[config.mk]
export PLATFORM = sky130hd
export DESIGN_NAME = execute_stage_flat
export DESIGN_NICKNAME = d
export VERILOG_FILES = /design/src/rtl/execute_stage_if.sv /design/src/rtl/execute_stage.sv /design/src/flat_wrapper.sv
export SDC_FILE = /design/constraint.sdc
export NUM_CORES = 1
export LEC_CHECK = 0
export CAP_MARGIN = 25
export CORE_MARGIN = 2
export CORE_UTILIZATION = 45
export CTS_BUF_LIST = sky130_fd_sc_hd__clkbuf_2 sky130_fd_sc_hd__clkbuf_4 sky130_fd_sc_hd__clkbuf_8
export CTS_CLUSTER_DIAMETER = 50
export DETAILED_ROUTE_END_ITERATION = 8
export PLACE_DENSITY = 0.85
export SYNTH_ARGS = -nofsm -noshare
export SYNTH_HDL_FRONTEND = slang
export SYNTH_SLANG_ARGS = --single-unit
[constraint.sdc]
create_clock -name CLK -period 5.82 [get_ports CLK]
set_clock_uncertainty 0.1 [all_clocks]
set_input_delay 0.873 -clock CLK [delete_from_list [all_inputs] [get_ports CLK]]
set_output_delay 0.873 -clock CLK [all_outputs]
set_load 0.03 [all_outputs]
[src/rtl/execute_stage_if.sv]
// execute_stage_if
//   Bundles the execute stage's pipeline-facing signals:
//   - E-register inputs: e_status, e_icode, e_ifun, e_rA, e_rB,
//     e_valC, e_valP, e_valA and e_valB.
//   - Hazard-unit controls: cc_inhibit and M_bubble.
//   - Forwarding outputs: E_valE, E_dstE and E_Cnd.
//   - M-register outputs: M_status, M_icode, M_Cnd, M_valE, M_valA,
//     M_dstE and M_dstM.
//   - cc_out, the current {ZF,SF,OF}.
//   The master modport drives the E-register side and the hazard
//   controls. The slave modport is the execute stage itself.
interface execute_stage_if #(
  parameter int WIDTH = 64
);
  logic [2:0]       e_status;
  logic [3:0]       e_icode;
  logic [3:0]       e_ifun;
  logic [3:0]       e_rA;
  logic [3:0]       e_rB;
  logic [WIDTH-1:0] e_valC;
  logic [WIDTH-1:0] e_valP;
  logic [WIDTH-1:0] e_valA;
  logic [WIDTH-1:0] e_valB;
  logic             cc_inhibit;
  logic             M_bubble;

  logic [WIDTH-1:0] E_valE;
  logic [3:0]       E_dstE;
  logic             E_Cnd;
  logic [2:0]       M_status;
  logic [3:0]       M_icode;
  logic             M_Cnd;
  logic [WIDTH-1:0] M_valE;
  logic [WIDTH-1:0] M_valA;
  logic [3:0]       M_dstE;
  logic [3:0]       M_dstM;
  logic [2:0]       cc_out;

  modport master (
    output e_status, e_icode, e_ifun, e_rA, e_rB, e_valC, e_valP, e_valA, e_valB,
           cc_inhibit, M_bubble,
    input  E_valE, E_dstE, E_Cnd, M_status, M_icode, M_Cnd, M_valE, M_valA,
           M_dstE, M_dstM, cc_out
  );

  modport slave (
    input  e_status, e_icode, e_ifun, e_rA, e_rB, e_valC, e_valP, e_valA, e_valB,
           cc_inhibit, M_bubble,
    output E_valE, E_dstE, E_Cnd, M_status, M_icode, M_Cnd, M_valE, M_valA,
           M_dstE, M_dstM, cc_out
  );
endinterface

[src/rtl/execute_stage.sv]
// execute_stage
//   Execute stage of the Y86-64 pipeline.
//   - Builds the ALU operands from the E register and computes valE.
//   - Holds the condition-code register {ZF,SF,OF}.
//   - Evaluates the cmovXX/jXX condition.
//   - Loads the M pipeline register.
//   Ports:
//   - CLK: clock. All state changes on its rising edge.
//   - RST: synchronous, active-high reset.
//   - ex:  execute_stage_if slave modport.
//     - Inputs: the E-register fields and the hazard controls.
//     - Outputs: combinational forwarding (E_*), the registered M
//       fields (M_*) and cc_out.
//   Latency: e_* reaches M_* one cycle later; E_* has zero latency.
module execute_stage #(
  parameter int         WIDTH = 64,
  parameter logic [3:0] RSP   = 4'h4,
  parameter logic [3:0] RNONE = 4'hF
) (
  input logic           CLK,
  input logic           RST,
  execute_stage_if.slave ex
);

  localparam logic [3:0] I_HALT  = 4'h0, I_NOP    = 4'h1, I_RRMOV = 4'h2, I_IRMOV = 4'h3,
                         I_RMMOV = 4'h4, I_MRMOV  = 4'h5, I_OPQ   = 4'h6, I_JXX   = 4'h7,
                         I_CALL  = 4'h8, I_RET    = 4'h9, I_PUSH  = 4'hA, I_POP   = 4'hB;
  localparam logic [2:0] S_AOK   = 3'd1;
  localparam logic [2:0] CC_RST  = 3'b100;
  localparam logic [WIDTH-1:0] EIGHT = WIDTH'(8);
  localparam int MSB = WIDTH - 1;

  typedef enum logic [1:0] {ALU_ADD, ALU_SUB, ALU_AND, ALU_XOR} alu_op_e;

  logic [2:0]       cc_reg;
  logic [2:0]       cc_next;
  logic [WIDTH-1:0] alu_a, alu_b, alu_r;
  alu_op_e          alu_op;
  logic             zf_new, sf_new, of_new;
  logic             icode_valid;
  logic             cnd;
  logic [3:0]       dst_e_raw, dst_e, dst_m;
  logic             cc_zf, cc_sf, cc_of;

  // valP is carried by the E register but has no use in this stage.
  logic unused_valp;
  assign unused_valp = ^ex.e_valP;

  assign icode_valid = (ex.e_icode <= I_POP);
  assign {cc_zf, cc_sf, cc_of} = cc_reg;

  // Operand selection. Unlisted icodes give 0 + 0, so valE is 0 for
  // halt, nop, jXX and undefined icodes without any extra masking.
  always_comb begin
    alu_a = '0;
    alu_b = '0;
    case (ex.e_icode)
      I_RRMOV, I_OPQ:          alu_a = ex.e_valA;
      I_IRMOV, I_RMMOV, I_MRMOV: alu_a = ex.e_valC;
      I_CALL, I_PUSH:          alu_a = '0 - EIGHT;
      I_RET, I_POP:            alu_a = EIGHT;
      default:                 alu_a = '0;
    endcase
    case (ex.e_icode)
      I_RMMOV, I_MRMOV, I_OPQ, I_CALL, I_RET, I_PUSH, I_POP: alu_b = ex.e_valB;
      default:                                               alu_b = '0;
    endcase
  end

  // ifun selects the operation only for OPq. An out-of-range OPq
  // function code falls back to add.
  always_comb begin
    alu_op = ALU_ADD;
    if (ex.e_icode == I_OPQ) begin
      case (ex.e_ifun)
        4'h1:    alu_op = ALU_SUB;
        4'h2:    alu_op = ALU_AND;
        4'h3:    alu_op = ALU_XOR;
        default: alu_op = ALU_ADD;
      endcase
    end
  end

  always_comb begin
    alu_r  = '0;
    of_new = 1'b0;
    case (alu_op)
      ALU_ADD: begin
        alu_r  = alu_b + alu_a;
        of_new = (alu_a[MSB] == alu_b[MSB]) && (alu_r[MSB] != alu_a[MSB]);
      end
      ALU_SUB: begin
        // Subtraction is valB - valA, so overflow is judged against valB's sign.
        alu_r  = alu_b - alu_a;
        of_new = (alu_a[MSB] != alu_b[MSB]) && (alu_r[MSB] != alu_b[MSB]);
      end
      ALU_AND: alu_r = alu_a & alu_b;
      ALU_XOR: alu_r = alu_a ^ alu_b;
      default: alu_r = '0;
    endcase
    zf_new = (alu_r == '0);
    sf_new = alu_r[MSB];
  end

  // The condition is evaluated from the CC value held before this
  // cycle's update. An OPq therefore never affects its own cmov/jXX.
  always_comb begin
    cnd = 1'b1;
    if (ex.e_icode == I_RRMOV || ex.e_icode == I_JXX) begin
      case (ex.e_ifun)
        4'h0:    cnd = 1'b1;
        4'h1:    cnd = (cc_sf ^ cc_of) | cc_zf;
        4'h2:    cnd = cc_sf ^ cc_of;
        4'h3:    cnd = cc_zf;
        4'h4:    cnd = ~cc_zf;
        4'h5:    cnd = ~(cc_sf ^ cc_of);
        4'h6:    cnd = ~(cc_sf ^ cc_of) & ~cc_zf;
        default: cnd = 1'b0;
      endcase
    end
  end

  always_comb begin
    dst_e_raw = RNONE;
    dst_m     = RNONE;
    case (ex.e_icode)
      I_RRMOV, I_IRMOV, I_OPQ:       dst_e_raw = ex.e_rB;
      I_CALL, I_RET, I_PUSH, I_POP:  dst_e_raw = RSP;
      default:                       dst_e_raw = RNONE;
    endcase
    if (ex.e_icode == I_MRMOV || ex.e_icode == I_POP)
      dst_m = ex.e_rA;
    // A failed cmov squashes its write so that decode never forwards it.
    dst_e = (ex.e_icode == I_RRMOV && !cnd) ? RNONE : dst_e_raw;
  end

  assign ex.E_valE = alu_r;
  assign ex.E_dstE = dst_e;
  assign ex.E_Cnd  = cnd;
  assign ex.cc_out = cc_reg;

  // A bubble only affects the M register, so the CC update ignores M_bubble.
  always_comb begin
    cc_next = cc_reg;
    if (ex.e_icode == I_OPQ && !ex.cc_inhibit && ex.e_status == S_AOK)
      cc_next = {zf_new, sf_new, of_new};
  end

  always_ff @(posedge CLK) begin
    if (RST) cc_reg <= CC_RST;
    else     cc_reg <= cc_next;
  end

  always_ff @(posedge CLK) begin
    if (RST || ex.M_bubble) begin
      ex.M_status <= S_AOK;
      ex.M_icode  <= I_NOP;
      ex.M_Cnd    <= 1'b0;
      ex.M_valE   <= '0;
      ex.M_valA   <= '0;
      ex.M_dstE   <= RNONE;
      ex.M_dstM   <= RNONE;
    end else begin
      ex.M_status <= ex.e_status;
      ex.M_icode  <= ex.e_icode;
      ex.M_Cnd    <= cnd;
      ex.M_valE   <= alu_r;
      ex.M_valA   <= icode_valid ? ex.e_valA : '0;
      ex.M_dstE   <= dst_e;
      ex.M_dstM   <= dst_m;
    end
  end

endmodule

[src/flat_wrapper.sv]
// flat-port wrapper written by rule: the top's interface ports become plain ports
module execute_stage_flat 
#(
  parameter int         WIDTH = 64,
  parameter logic [3:0] RSP   = 4'h4,
  parameter logic [3:0] RNONE = 4'hF
)
  (CLK, RST, ex_e_status, ex_e_icode, ex_e_ifun, ex_e_rA, ex_e_rB, ex_e_valC, ex_e_valP, ex_e_valA, ex_e_valB, ex_cc_inhibit, ex_M_bubble, ex_E_valE, ex_E_dstE, ex_E_Cnd, ex_M_status, ex_M_icode, ex_M_Cnd, ex_M_valE, ex_M_valA, ex_M_dstE, ex_M_dstM, ex_cc_out);
  execute_stage_if #(.WIDTH(WIDTH)) ex_i ();
  input logic CLK;
  input logic RST;
  input wire logic [$bits(ex_i.e_status)-1:0] ex_e_status;
  input wire logic [$bits(ex_i.e_icode)-1:0] ex_e_icode;
  input wire logic [$bits(ex_i.e_ifun)-1:0] ex_e_ifun;
  input wire logic [$bits(ex_i.e_rA)-1:0] ex_e_rA;
  input wire logic [$bits(ex_i.e_rB)-1:0] ex_e_rB;
  input wire logic [$bits(ex_i.e_valC)-1:0] ex_e_valC;
  input wire logic [$bits(ex_i.e_valP)-1:0] ex_e_valP;
  input wire logic [$bits(ex_i.e_valA)-1:0] ex_e_valA;
  input wire logic [$bits(ex_i.e_valB)-1:0] ex_e_valB;
  input wire logic [$bits(ex_i.cc_inhibit)-1:0] ex_cc_inhibit;
  input wire logic [$bits(ex_i.M_bubble)-1:0] ex_M_bubble;
  output wire logic [$bits(ex_i.E_valE)-1:0] ex_E_valE;
  output wire logic [$bits(ex_i.E_dstE)-1:0] ex_E_dstE;
  output wire logic [$bits(ex_i.E_Cnd)-1:0] ex_E_Cnd;
  output wire logic [$bits(ex_i.M_status)-1:0] ex_M_status;
  output wire logic [$bits(ex_i.M_icode)-1:0] ex_M_icode;
  output wire logic [$bits(ex_i.M_Cnd)-1:0] ex_M_Cnd;
  output wire logic [$bits(ex_i.M_valE)-1:0] ex_M_valE;
  output wire logic [$bits(ex_i.M_valA)-1:0] ex_M_valA;
  output wire logic [$bits(ex_i.M_dstE)-1:0] ex_M_dstE;
  output wire logic [$bits(ex_i.M_dstM)-1:0] ex_M_dstM;
  output wire logic [$bits(ex_i.cc_out)-1:0] ex_cc_out;
  assign ex_i.e_status = ex_e_status;
  assign ex_i.e_icode = ex_e_icode;
  assign ex_i.e_ifun = ex_e_ifun;
  assign ex_i.e_rA = ex_e_rA;
  assign ex_i.e_rB = ex_e_rB;
  assign ex_i.e_valC = ex_e_valC;
  assign ex_i.e_valP = ex_e_valP;
  assign ex_i.e_valA = ex_e_valA;
  assign ex_i.e_valB = ex_e_valB;
  assign ex_i.cc_inhibit = ex_cc_inhibit;
  assign ex_i.M_bubble = ex_M_bubble;
  assign ex_E_valE = ex_i.E_valE;
  assign ex_E_dstE = ex_i.E_dstE;
  assign ex_E_Cnd = ex_i.E_Cnd;
  assign ex_M_status = ex_i.M_status;
  assign ex_M_icode = ex_i.M_icode;
  assign ex_M_Cnd = ex_i.M_Cnd;
  assign ex_M_valE = ex_i.M_valE;
  assign ex_M_valA = ex_i.M_valA;
  assign ex_M_dstE = ex_i.M_dstE;
  assign ex_M_dstM = ex_i.M_dstM;
  assign ex_cc_out = ex_i.cc_out;
  execute_stage #(.WIDTH(WIDTH), .RSP(RSP), .RNONE(RNONE)) u_core (.CLK(CLK), .RST(RST), .ex(ex_i));
endmodule
==> metrics.md, run 1 <==
| Metric | Value |
|---|---|
| Status | `stopped before the end` |
| Stop stage | `global routing` |
| Err | `[ERROR GRT-0232] Routing congestion too high. Check the congestion heatmap in the GUI.` |
| Most frequent cell after synthesis | `a21oi_1` |
| Grt ovf | `619` |
| Leading area contributor after synthesis | `dfxtp_1` |
| Syn nets | `2,665` |
| WEP type | `output port` |
| Commonest cells post-synth | `a21oi_1, nor2_1, nand2_1` |
| Root Buffer Master | `clkbuf_8` |
| Dpl cell area | `0.02714 mm²` |
| Largest net degree at the start of global routing | `37` |
| HPWL Detailed | `74.96 mm` |
| GP Congestion | `1.142` |
| Die H | `193.2 µm` |
| I/O pin cnt | `495` |
| FP Rows | `69` |
| Post-CTS Hold Buffers | `0` |
| H-tree lvl count | `4` |
| Main area contributors after synthesis | `dfxtp_1, ha_1, a21oi_1` |
| Initial Utilization | `0.4549` |
| Main synth FF type | `dfxtp_1` |
| Total CTS buffers | `17` |
| Top cell type's share of synthesized area | `0.1828` |
| Mapped Area | `0.01610 mm²` |
| Synth cell types | `93` |
| Number of synthesized flops with an enable pin | `0` |
| Clk buf depth | `2` |
| Die Span X | `193.2 µm` |
| Yosys warning total | `0` |
| Synthesized instance count | `2,246` |
| Ys async rst share | `0` |
| Num Clock Sinks | `147` |
| Gr usage total | `0.8479` |
| Synthesis-stage register bit count | `147` |
| Port Buffers | `430` |
| Worst EP post-GRT repair | `ex_E_valE[63]` |
| Register area share after synthesis | `0.1828` |
| Synthesized area per cell | `7.170 µm²` |
metal layers:
metal | global-route usage | overflow
met2 | 1.003 | 380
met3 | 0.7285 | 19
met1 | 0.8166 | 17
met5 | 0.4562 | 2
met4 | 0.8788 | 201
timing repair:
action / 4_1_cts
setup buffers: 96
endpoints found under the setup margin: 58
pin swaps: 99
gates resized for setup: 314
gates cloned: 4
logic make-up after synthesis:
kind of cell | synth area share
DFF | 0.1828
and+or+nand+nor | 0.2766
AOI/OAI and AO/OA | 0.3027
muxes | 0.01857
buffers and inverters | 0.06830
adders and majority gates | 0.1097
xor gates and xnor gates | 0.04134
metrics by stage:
stage,setup slack (ns),std cells,hold slack [ns],setup TNS (ns)
after detailed placement,-1.355,3816,0.4417,-46.71
after floorplan,-0.008206,2246,0.4966,-0.008206
after global placement,-1.317,3816,0.4107,-41.09
after CTS,-0.2792,3944,0.4595,-2.302
==> run 2, diff against run 1 <==
--- a/config.mk
+++ b/config.mk
@@ -7,11 +7,9 @@
 export LEC_CHECK = 0
 export CAP_MARGIN = 25
 export CORE_MARGIN = 2
-export CORE_UTILIZATION = 45
-export CTS_BUF_LIST = sky130_fd_sc_hd__clkbuf_2 sky130_fd_sc_hd__clkbuf_4 sky130_fd_sc_hd__clkbuf_8
-export CTS_CLUSTER_DIAMETER = 50
+export CORE_UTILIZATION = 40
 export DETAILED_ROUTE_END_ITERATION = 8
-export PLACE_DENSITY = 0.85
+export PLACE_DENSITY_LB_ADDON = 0.15
 export SYNTH_ARGS = -nofsm -noshare
 export SYNTH_HDL_FRONTEND = slang
 export SYNTH_SLANG_ARGS = --single-unit
==> constraint.sdc (replaced) <==
create_clock -name CLK -period 7.6 [get_ports CLK]
set_clock_uncertainty 0.1 [all_clocks]
set_input_delay 1.14 -clock CLK [delete_from_list [all_inputs] [get_ports CLK]]
set_output_delay 1.14 -clock CLK [all_outputs]
set_load 0.03 [all_outputs]
==> run 2 against run 1 <==
  * The flow now finishes without violations
  * Synthesized cell count did not move
  * Area after synthesis unchanged
==> metrics.md, run 2 <==
| Metric | Value |
|---|---|
| Main area contributors after synthesis | `dfxtp_1, ha_1, a21oi_1` |
| Finished Core Util | `0.6491` |
| Grt ovf | `0` |
| Synthesis-stage register bit count | `147` |
| CP top delay family | `compound AO/OA/AOI/OAI gates` |
| H-tree lvl count | `4` |
| Critical Path AT | `6.27 ns` |
| Port Buffers | `430` |
| Most frequent cell after synthesis | `a21oi_1` |
| Post-CTS Hold Buffers | `0` |
| Design Power | `4.330 mW` |
| Maximum VDD drop | `0.1810 mV` |
| Pre-antenna DRT Iters | `6` |
| Register area share after synthesis | `0.1828` |
| Status | `finished clean` |
| Pin slew with the least headroom to its limit | `1.195 ns` |
| Final Slew Violations | `0` |
| Vias in the first global route | `21,240` |
| Leading area contributor after synthesis | `dfxtp_1` |
| Antenna violations before repair | `1` |
| Commonest cells post-synth | `a21oi_1, nor2_1, nand2_1` |
| PwrDens | `167.9 mW/mm²` |
| Detailed-route via count | `21,790` |
| GP Congestion | `1.026` |
| Clock slew at reported path FFs | `0.07 ns` |
| Final Hold Viols | `0` |
| Mapped Area | `0.01610 mm²` |
| Worst path bufs/invs | `8` |
| Die H | `204.6 µm` |
| Drt total wl | `89.62 mm` |
| Worst hold stages | `2` |
| Synthesized instance count | `2,246` |
| Ys async rst share | `0` |
| Crit path depth | `21` |
| HPWL Detailed | `72.53 mm` |
| CP required | `6.36 ns` |
| Worst-path fanout max | `20` |
| Max transition margin | `0.2034` |
| Hold Crit Class | `reg2reg` |
| Critical path's largest stage delay | `0.68 ns` |
| Fin crit period | `7.512 ns` |
| Max Cap Viol | `0` |
| Number of synthesized flops with an enable pin | `0` |
| FMAX | `133.1 MHz` |
| WL/cell | `24.58 µm` |
| Commonest non-fill, non-tap cells in the layout | `buf_4, clkdlybuf4s50_1, a21oi_1` |
| Routed Antenna Nets | `0` |
| FP Rows | `73` |
| CP cell instances | `clkdlybuf4s50_1, buf_4, a21oi_4, buf_12, a221oi_1, inv_1, ha_1, and4b_1, o21ai_0, a31oi_1, buf_4, o21ai_0, buf_4, a311oi_1, buf_4, o22a_1, a21boi_0, or3_1, a21oi_1, or2_2, buf_12` |
| Root Buffer Master | `clkbuf_16` |
| Critical Path Source Type | `input port` |
| Crit-path most repeated cell | `buf_4` |
| Reg2Reg Depth | `9` |
| Clock latency on the worst-skew pair | `0.51 ns` |
| Num Clock Sinks | `147` |
| Slowest stage cell, crit path | `clkdlybuf4s50_1` |
| Total CTS buffers | `17` |
| Gr usage total | `0.4168` |
| Synth cell types | `93` |
| Final nets | `3,526` |
| Setup crit end kind | `primary output` |
| Clk buf depth | `2` |
| Die ar. | `0.04188 mm²` |
| Largest net degree at the start of global routing | `36` |
| Yosys warning total | `0` |
| Commonest non-fill, non-tap cell in the layout | `buf_4` |
| Synthesized area per cell | `7.170 µm²` |
| Top Registers | `u_core.ex.M_valA x64, u_core.ex.M_valE x64` |
| Layout cells sized above 1 | `0.2234` |
| Initial DRC Count | `2,242` |
| Main synth FF type | `dfxtp_1` |
| Setup CP Type | `in2out` |
| Die Span X | `204.6 µm` |
| Top cell type's share of synthesized area | `0.1828` |
| Syn nets | `2,665` |
| Leak | `11.67 nW` |
| Initial Utilization | `0.4053` |
| Via density | `5.978` |
| DRC Markers | `0` |
| Core area | `0.03973 mm²` |
| CTS tree | `done` |
| I/O pin cnt | `495` |
| RSZ-0062 raised after global routing | `true` |
| Final period util | `0.9884` |
| First-pass GRT wire length | `130.0 mm` |
| Area growth from synthesis to layout | `60.15%` |
| Setup violators final | `0` |
[run 2: cell counts after synthesis]
Identical to the previous run, type by type.
[run 2: worst register-to-register path: stages, from the launching register on]
cell and delay, ns:
dfxtp_1 0.38, xnor2_1 0.14, a21boi_0 0.22, o221ai_1 0.14, o21ai_0 0.12, a21oi_1 0.13, o31ai_1 0.49, nor2_1 0.13
o22ai_1 0.32, nand2b_1 0.18
[run 2: what timing repair did]
action	CTS	global route
buffers inserted	0	1
setup endpoints to repair	1	11
resized for setup	0	16
pin swaps	1	1
[run 2: final cells by class]
type,count,area (µm²)
inverter,146,548.0
clock inverter,15,176.4
antenna,1,2.502
clock buffer,17,425.4
sequential,147,2943
timing repair buffer,981,8845
multi-input combinational,1814,12190
fill,3448,13940
tap,525,656.9
[run 2: final timing paths]
check / start / to / slack [ns]
setup reg to reg: u_core.ex.cc_out[0]$_SDFFE_PP0P_ / u_core.ex.M_dstE[1]$_SDFF_PP1_ / 5.19
hold / removal: u_core.ex.cc_out[1]$_SDFFE_PP0P_ / u_core.ex.cc_out[1]$_SDFFE_PP0P_ / 0.44
setup / recovery: ex_e_icode[3] / ex_E_valE[59] / 0.09
hold reg to reg: u_core.ex.cc_out[1]$_SDFFE_PP0P_ / u_core.ex.cc_out[1]$_SDFFE_PP0P_ / 0.44
[run 2: per-stage QoR]
stage,setup WS [ns],cells,hold slack (ns),setup TNS (ns),cell area [µm²]
global placement,0.09347,3612,0.3741,0,25100
finish,0.08849,3646,0.4368,0,25790
detailed placement,0.01789,3612,0.3829,0,25100
floorplan,0.4689,2246,0.4966,0,16100
CTS,0.002109,3644,0.3924,0,25700
global route,-0.09642,3645,0.4594,-0.3153,25790
[run 2: power by group]
part	leakage [nW]	total, mW	switching (mW)	internal (mW)
combinational	10.2	2.60	1.43	1.17
sequential	1.20	0.823	0.0132	0.810
clock	0.287	0.903	0.461	0.443
total	11.7	4.33	1.90	2.43
[run 2: layer usage]
layer  GRT usage  routed length (µm)  up-vias
met5           0                   0        -
met2      0.6756               40480     1356
met4      0.2391                5632        0
li1            -                   -     9898
met3     0.08400                8192      268
met1      0.5124               35320    10270
[run 2: kinds of logic (layout without fill, tap and decap cells)]
| logic type | Yosys count | after routing | share of synthesized area |
|---|---|---|---|
| AOI/OAI and AO/OA | 719 | 719 | 0.3027 |
| muxes | 29 | 29 | 0.01857 |
| adders and majority gates | 140 | 140 | 0.1097 |
| xor gates and xnor gates | 76 | 76 | 0.04134 |
| and+or+nand+nor | 850 | 850 | 0.2766 |
| buffers and inverters | 285 | 1159 | 0.06830 |
| other | 0 | 1 | 0 |
| DFF | 147 | 147 | 0.1828 |
No activity file was read; power rests on OpenSTA's default activity.
==> run 3, diff against run 2 <==
--- a/config.mk
+++ b/config.mk
@@ -5,6 +5,7 @@
 export SDC_FILE = /design/constraint.sdc
 export NUM_CORES = 1
 export LEC_CHECK = 0
+export ABC_CLOCK_PERIOD_IN_PS = 7600
 export CAP_MARGIN = 25
 export CORE_MARGIN = 2
 export CORE_UTILIZATION = 40
==> results of run 3 <==
Final layout, timing and power as in run 2 (identical DEF).
